==> src/rtl/alu_op_sequencer.sv <==
// Front-end sequencer for a combinational 16-bit ALU: takes one request at a time, screens domain
// errors, holds operands steady while the ALU settles, then returns the captured result with an error code.
module alu_op_sequencer #(
  parameter int unsigned SETTLE_CYCLES = 2,
  parameter int unsigned FACT_MAX      = 12,
  parameter int unsigned EXP_MAX       = 22
) (
  input  logic        clk,
  input  logic        rst_n,
  input  logic        in_valid,
  output logic        in_ready,
  input  logic [3:0]  in_op,
  input  logic [15:0] in_a,
  input  logic [15:0] in_b,
  output logic [3:0]  alu_op,
  output logic [15:0] alu_a,
  output logic [15:0] alu_b,
  input  logic [31:0] alu_result,
  output logic        out_valid,
  input  logic        out_ready,
  output logic [31:0] out_result,
  output logic [1:0]  out_err,
  output logic        busy,
  output logic [7:0]  err_count
);

  typedef enum logic [1:0] {
    S_IDLE  = 2'd0,
    S_CHECK = 2'd1,
    S_WAIT  = 2'd2,
    S_DONE  = 2'd3
  } state_t;

  localparam logic [3:0] OP_SUB  = 4'd7;
  localparam logic [3:0] OP_DIV  = 4'd9;
  localparam logic [3:0] OP_FACT = 4'd10;
  localparam logic [3:0] OP_EXP  = 4'd11;
  localparam logic [3:0] OP_LAST = 4'd11;

  localparam logic [1:0] ERR_OK      = 2'd0;
  localparam logic [1:0] ERR_DIV0    = 2'd1;
  localparam logic [1:0] ERR_RANGE   = 2'd2;
  localparam logic [1:0] ERR_ILLEGAL = 2'd3;

  localparam logic [7:0] SETTLE_LOAD = 8'(SETTLE_CYCLES);

  state_t      state_q, state_d;
  logic [3:0]  op_q, op_d;
  logic [15:0] a_q, a_d;
  logic [15:0] b_q, b_d;
  logic [3:0]  alu_op_q, alu_op_d;
  logic [15:0] alu_a_q, alu_a_d;
  logic [15:0] alu_b_q, alu_b_d;
  logic [7:0]  cnt_q, cnt_d;
  logic [31:0] out_result_q, out_result_d;
  logic [1:0]  out_err_q, out_err_d;
  logic [7:0]  err_count_q, err_count_d;

  logic [1:0]  chk_err;
  logic        fact_zero;
  logic        narrow_op;

  // Domain screening on the latched request, in priority order.
  always_comb begin
    chk_err = ERR_OK;
    if (op_q > OP_LAST) begin
      chk_err = ERR_ILLEGAL;
    end else if (op_q == OP_DIV && b_q == 16'd0) begin
      chk_err = ERR_DIV0;
    end else if ((op_q == OP_FACT && {16'd0, a_q} > FACT_MAX) ||
                 (op_q == OP_EXP  && {16'd0, a_q} > EXP_MAX)) begin
      chk_err = ERR_RANGE;
    end
  end

  assign fact_zero = (op_q == OP_FACT) && (a_q == 16'd0);
  // Logic, shift, add/sub and div results are 16 bits wide; only MUL/FACT/EXP use the upper half.
  assign narrow_op = (alu_op_q <= OP_SUB) || (alu_op_q == OP_DIV);

  always_comb begin
    state_d      = state_q;
    op_d         = op_q;
    a_d          = a_q;
    b_d          = b_q;
    alu_op_d     = alu_op_q;
    alu_a_d      = alu_a_q;
    alu_b_d      = alu_b_q;
    cnt_d        = cnt_q;
    out_result_d = out_result_q;
    out_err_d    = out_err_q;
    err_count_d  = err_count_q;

    case (state_q)
      S_IDLE: begin
        if (in_valid) begin
          op_d    = in_op;
          a_d     = in_a;
          b_d     = in_b;
          state_d = S_CHECK;
        end
      end
      S_CHECK: begin
        if (chk_err != ERR_OK) begin
          out_result_d = 32'd0;
          out_err_d    = chk_err;
          if (err_count_q != 8'hFF) begin
            err_count_d = err_count_q + 8'd1;
          end
          state_d = S_DONE;
        end else if (fact_zero) begin
          out_result_d = 32'd1;
          out_err_d    = ERR_OK;
          state_d      = S_DONE;
        end else begin
          alu_op_d = op_q;
          alu_a_d  = a_q;
          alu_b_d  = b_q;
          cnt_d    = SETTLE_LOAD;
          state_d  = S_WAIT;
        end
      end
      S_WAIT: begin
        cnt_d = cnt_q - 8'd1;
        if (cnt_q == 8'd1) begin
          out_result_d = narrow_op ? {16'd0, alu_result[15:0]} : alu_result;
          out_err_d    = ERR_OK;
          state_d      = S_DONE;
        end
      end
      S_DONE: begin
        if (out_ready) begin
          state_d = S_IDLE;
        end
      end
      default: state_d = S_IDLE;
    endcase
  end

  always_ff @(posedge clk) begin
    if (!rst_n) begin
      state_q      <= S_IDLE;
      op_q         <= 4'd0;
      a_q          <= 16'd0;
      b_q          <= 16'd0;
      alu_op_q     <= 4'd0;
      alu_a_q      <= 16'd0;
      alu_b_q      <= 16'd0;
      cnt_q        <= 8'd0;
      out_result_q <= 32'd0;
      out_err_q    <= ERR_OK;
      err_count_q  <= 8'd0;
    end else begin
      state_q      <= state_d;
      op_q         <= op_d;
      a_q          <= a_d;
      b_q          <= b_d;
      alu_op_q     <= alu_op_d;
      alu_a_q      <= alu_a_d;
      alu_b_q      <= alu_b_d;
      cnt_q        <= cnt_d;
      out_result_q <= out_result_d;
      out_err_q    <= out_err_d;
      err_count_q  <= err_count_d;
    end
  end

  assign in_ready   = rst_n && (state_q == S_IDLE);
  assign busy       = (state_q != S_IDLE);
  assign out_valid  = (state_q == S_DONE);
  assign alu_op     = alu_op_q;
  assign alu_a      = alu_a_q;
  assign alu_b      = alu_b_q;
  assign out_result = out_result_q;
  assign out_err    = out_err_q;
  assign err_count  = err_count_q;

endmodule

==> config.mk <==
export PLATFORM = sky130hd
export DESIGN_NAME = alu_op_sequencer
export DESIGN_NICKNAME = d
export VERILOG_FILES = /design/src/rtl/alu_op_sequencer.sv
export SDC_FILE = /design/constraint.sdc
export NUM_CORES = 1
export LEC_CHECK = 0
export CORE_MARGIN = 2
export CORE_UTILIZATION = 30
export DETAILED_ROUTE_END_ITERATION = 10
export PLACE_DENSITY = 0.61
export SLEW_MARGIN = 20
export SYNTH_ARGS = -nofsm -noshare
export SYNTH_HDL_FRONTEND = slang
export SYNTH_SLANG_ARGS = --single-unit
==> constraint.sdc <==
create_clock -name clk -period 2.5 [get_ports clk]
set_input_delay 0.375 -clock clk [delete_from_list [all_inputs] [get_ports clk]]
set_output_delay 0.375 -clock clk [all_outputs]
set_load 0.01 [all_outputs]
== Yosys cells after proc, flatten, opt, wreduce, memory -nomap -nowiden ==
Index checks and enable logic that the tools add are counted.

* Add/subtract/negate cells: 2
* $mul: 0
* Div/mod/pow operators: 0
* $lt $le $gt $ge: 4
* Eq/ne operators: 15
* Shifts and indexed selects: 0
* Multiplexer cells: 21
* Bitwise gates (word level): 2
* Reductions and logical operators: 19

{| class="wikitable"
|+ Operators by type and width
! operator !! count
|-
| 32-bit 2-to-1 mux || 4
|-
| 32-bit one-hot mux with 2 select lines || 1
|-
| 16-bit logical NOT || 2
|-
| 2-bit 2-to-1 mux || 9
|-
| 4-bit == test (second input constant) || 4
|-
| 16-bit by 4-bit greater-than comparator with 1-bit output (second input constant) || 1
|-
| 16-bit by 5-bit greater-than comparator with 1-bit output (second input constant) || 1
|-
| 8-bit 2-to-1 mux || 2
|-
| 8-bit one-hot mux with 2 select lines || 1
|-
| 3-bit AND reduction || 5
|-
| 8-bit by 1-bit adder with 8-bit output (second input constant) || 1
|-
| 8-bit by 1-bit == test with 1-bit output (second input constant) || 1
|-
| 2-bit inequality test (second input constant) || 4
|-
| 8-bit inequality test (second input constant) || 1
|-
| 2-bit one-hot mux with 4 select lines || 1
|-
| 8-bit by 1-bit subtractor with 8-bit output (second input constant) || 1
|-
| 2-bit nonzero test || 3
|-
| 1-bit logical AND || 5
|-
| 2-bit == test (second input constant) || 2
|-
| 4-bit greater-than comparator (second input constant) || 1
|-
| 4-bit by 3-bit <= comparator with 1-bit output (second input constant) || 1
|-
| 2-bit one-hot mux with 2 select lines || 1
|-
| 3-bit inequality test (second input constant) || 1
|-
| 2-bit by 1-bit == test with 1-bit output (second input constant) || 1
|-
| 6 further kinds || 9
|}

* Register bits: 124
* Latch bits: 0
* Bits in writable memories: 0
* ROM bits: 0
* Memories: 0

== Logic depth before layout (Yosys ltp) ==
* Word-level depth: 9
* Mapped depth: 8

== Worst setup path after synthesis ==
Ideal clock, no wire load.

* Path kind: register to register
* Start: register op_q[0]
* End: register out_result_q[10] (netlist: out_result[10])
* Arrival: 2.178 ns
* Required time: 2.428 ns
* Slack: 0.250 ns
* Stages on the path, launching flop included: 9
* Period minus slack after synthesis: 2.250 ns
* Cell sequence: dfxtp_1 or4_4 nor4_4 a21boi_1 o211a_1 buf_6 a211oi_4 buf_8 mux2i_1

* Word-level cells in the longest chain between the ends: 9
* Elaborated cells on any way between the ends: 17
* Classes of those cells: order compare: 1; eq/ne: 4; mux: 5; reduce/logical: 7

{| class="wikitable"
|+ RTL lines
! what !! line !! source
|-
| start, declared || 48 || <nowiki>logic [3:0] op_q, op_d;</nowiki>
|-
| start signal, assigned || 154 || <nowiki>op_q <= op_d;</nowiki>
|-
| 4-bit == test (on tied branches) || 70, 76, 71 ||
|-
| 1-bit logical AND (on tied branches) || 70, 71 ||
|-
| 1-bit logical OR || 70 || <nowiki>end else if ((op_q == OP_FACT && {16'd0, a_q} > FACT_MAX) ||</nowiki>
|-
| 2-bit 2-to-1 mux || 70 ||
|-
| 2-bit 2-to-1 mux || 68 || <nowiki>end else if (op_q == OP_DIV && b_q == 16'd0) begin</nowiki>
|-
| 2-bit 2-to-1 mux || 66 || <nowiki>if (op_q > OP_LAST) begin</nowiki>
|-
| 2-bit nonzero test || 103 || <nowiki>if (chk_err != ERR_OK) begin</nowiki>
|-
| 3-bit inequality test (no source line) / 32-bit 2-to-1 mux (equally long branches) || n/a ||
|-
| 3-bit AND reduction (no source line) / 32-bit one-hot mux with 2 select lines (equally long branches) || n/a ||
|-
| end signal, assigned || 161 || <nowiki>out_result_q <= out_result_d;</nowiki>
|-
| end, declared || 55 || <nowiki>logic [31:0] out_result_q, out_result_d;</nowiki>
|}

Several ways; a longest one is shown, not always the timed one.
A chain may end at the register's enable or synchronous reset.

== Worst setup path after layout ==
* Start: register op_q[0]
* End: register out_result_q[19] (netlist: out_result[19])

The elaborated chain is that of the path after synthesis.

==> flow_metrics.env <==
export IMPL_run_status="complete, no violations"
export IMPL_start_util=0.3039
export IMPL_ys_seq_area_frac=0.4772
export IMPL_chipWidth_um=135.7
export IMPL_rsz0062_at_grt="no"
export IMPL_crit_path_start="op_q[0]$_SDFFE_PN0P_"
export IMPL_layout_setup_ws_ps=186.5
export IMPL_yosys_area_top_type="dfxtp_1"
export IMPL_clk_latency_ps=410
export IMPL_yosysUniqueCellTypes=50
export IMPL_post_cts_buffers=0
export IMPL_period_share=0.9254
export IMPL_total_power_w=0.007229
export IMPL_ctsResizeCount=0
export IMPL_drt_iter0_drc=178
export IMPL_ys_ff_latch=124
export IMPL_grt_pass1_vias=4378
export IMPL_min_delay_start="rst_n"
export IMPL_final_nets=814
export IMPL_grt_max_degree=86
export IMPL_fmax_mhz=432.2
export IMPL_setup_viol=0
export IMPL_ys_warn_count=0
export IMPL_wirelength_mm=14.10
export IMPL_finalClockSkew_ps=8.900
export IMPL_rows=48
export IMPL_hold_path_class="in2reg"
export IMPL_async_reset_ff_frac=0
export IMPL_detailed_place_hpwl_mm=9.555
export IMPL_syn_area_um2=5202
export IMPL_h_tree_depth=4
export IMPL_dp_slack_ps=201.1
export IMPL_cap_violations=0
export IMPL_pwr_density_cell_nw_per_um2=956.1
export IMPL_die_area_um2=18410
export IMPL_dp_cells=940
export IMPL_numCtsBuffers=17
export IMPL_cts_root_buf="clkbuf_16"
export IMPL_synth_edf_count=0
export IMPL_tightest_slew_ps=536.2
export IMPL_netlist_area_leader_share=0.4772
export IMPL_synthMostInstantiatedCell="nand2_1"
export IMPL_track_usage=0.1570
export IMPL_cts_tree="yes"
export IMPL_dr_total_vias=4607
export IMPL_grt_pass1_wl_mm=22.72
export IMPL_synth_area_top_cells="dfxtp_1, mux2i_1, nand2_1, a21oi_1, nor2_1"
export IMPL_core_area_um2=17120
export IMPL_die_h_um=135.7
export IMPL_grt_overflow=0
export IMPL_period_needed_ps=2314
export IMPL_syn_avg_cell_area_um2=8.893
export IMPL_io_pins=153
export IMPL_crit_required_ps=2840
export IMPL_gp_congestion=0.7854
export IMPL_startpoint_type="register"
export IMPL_clk_pin_slew_ps=50
export IMPL_antenna_left=0
export IMPL_end_kind="register"
export IMPL_syn_instance_count=585
export IMPL_dr_pass1_iters=4
export IMPL_via_per_inst=4.745
export IMPL_crit_type="reg2reg"
export IMPL_drive_above_1_share=0.06971
export IMPL_arrival_ps=2650
export IMPL_maxSlewHeadroom=0.6425
export IMPL_hold_viol=0
export IMPL_leakagePower_nw=2.845
export IMPL_antennaDiodeCount=0
export IMPL_wire_per_inst_um=14.52
export IMPL_clock_path_buffers=2
export IMPL_cts_hold_buf=0
export IMPL_fin_tns_setup_ps=0
export IMPL_clock_sinks=124
export IMPL_slew_violations=0
export IMPL_regToRegSetupSlack_ps=190
export IMPL_syn_nets=665
export IMPL_path_max_fanout=33
export IMPL_reg2reg_from="op_q[0]$_SDFFE_PN0P_"
export IMPL_antenna_found_initial=0
export IMPL_synth_ff_type="dfxtp_1"
export IMPL_instances_no_fill=971
export IMPL_syn2layout_area_growth_pct=45.33
export IMPL_irDropWorstVdd_v=0.0007945
export IMPL_drc=0
export IMPL_holdWs_ps=343.8
export IMPL_io_buffers=152
export IMPL_netlist_top_cells_count="nand2_1, dfxtp_1, mux2i_1"
worst paths after layout:
check,to,cells past startpoint
setup / recovery,out_result[19]$_SDFFE_PN0P_,7
hold / removal,state_q[0]$_SDFFE_PN0P_,2
setup reg to reg,out_result[19]$_SDFFE_PN0P_,7
hold reg to reg,out_result[28]$_SDFFE_PN0P_,2
area by class of cell:
| cell class | count | area [µm²] |
|---|---|---|
| Tap cell | 225 | 281.5 |
| Inverter | 9 | 33.78 |
| Multi-Input combinational cell | 414 | 2497 |
| Sequential cell | 124 | 2482 |
| Fill cell | 1706 | 9555 |
| Clock inverter | 6 | 108.9 |
| Timing Repair Buffer | 168 | 1662 |
| Clock buffer | 25 | 495.5 |
per-layer routing:
metal / wire (µm) / global-route usage
met1: 6815 / 0.2098
met2: 6080 / 0.2393
met5: 0 / 0
met3: 1004 / 0.04751
met4: 195 / 0.05671
cells by family (layout without fill, tap and decap cells):
group	count (synthesis)	in the layout	synth area share
flops	124	124	0.4772
fa+ha+maj	8	8	0.01924
compound gates	92	92	0.1145
mux	71	71	0.1366
simple gates	243	243	0.2097
buf+inv	47	208	0.04281
flip-flops by register name (all words and copies together) (netlist names), 4 cells and up:
name,flops
err_count,8
a_q,16
alu_a,16
alu_op,4
alu_b,16
cnt_q,8
b_q,16
out_result,32
op_q,4
cell usage in the layout, fill, tap and decap left out, types with 4 or more instances in the layout:
cell type / n
clkdlybuf4s50_1: 151
nand2_1: 129
dfxtp_1: 124
mux2i_1: 71
a21oi_1: 52
nor2_1: 44
nand3_1: 28
clkbuf_16: 17
buf_4: 14
inv_1: 8
ha_1: 8
nor4_1: 6
nand2b_1: 5
o311ai_0: 5
a211o_1: 5
o31ai_1: 5
or4_1: 5
and3_1: 4
or3_1: 4
clkbuf_8: 4
clkbuf_1: 4
power by group:
part	switching (W)	internal (W)	total, W
combinational	0.00122	0.00107	0.00229
sequential	0.000207	0.00221	0.00242
clock	0.000847	0.00167	0.00251
total	0.00228	0.00495	0.00723
worst max-delay path: stages, from the launching register on:
cell and delay (ps):
dfxtp_1 360, or4_4 560, nor4_4 220, a21boi_1 140
o211a_1 180, a211oi_4 230, buf_12 280, mux2i_1 230
through the flow:
| step | cell area, µm² | util |
|---|---|---|
| after floorplan | 5202 | - |
| after global placement | 6957 | 0.4064 |
| after detailed placement | 6957 | 0.4064 |
| after CTS | 7561 | 0.4417 |
| after global routing | 7561 | 0.4417 |
| final | 7561 | 0.4417 |
(Power assumes the default switching activity.)
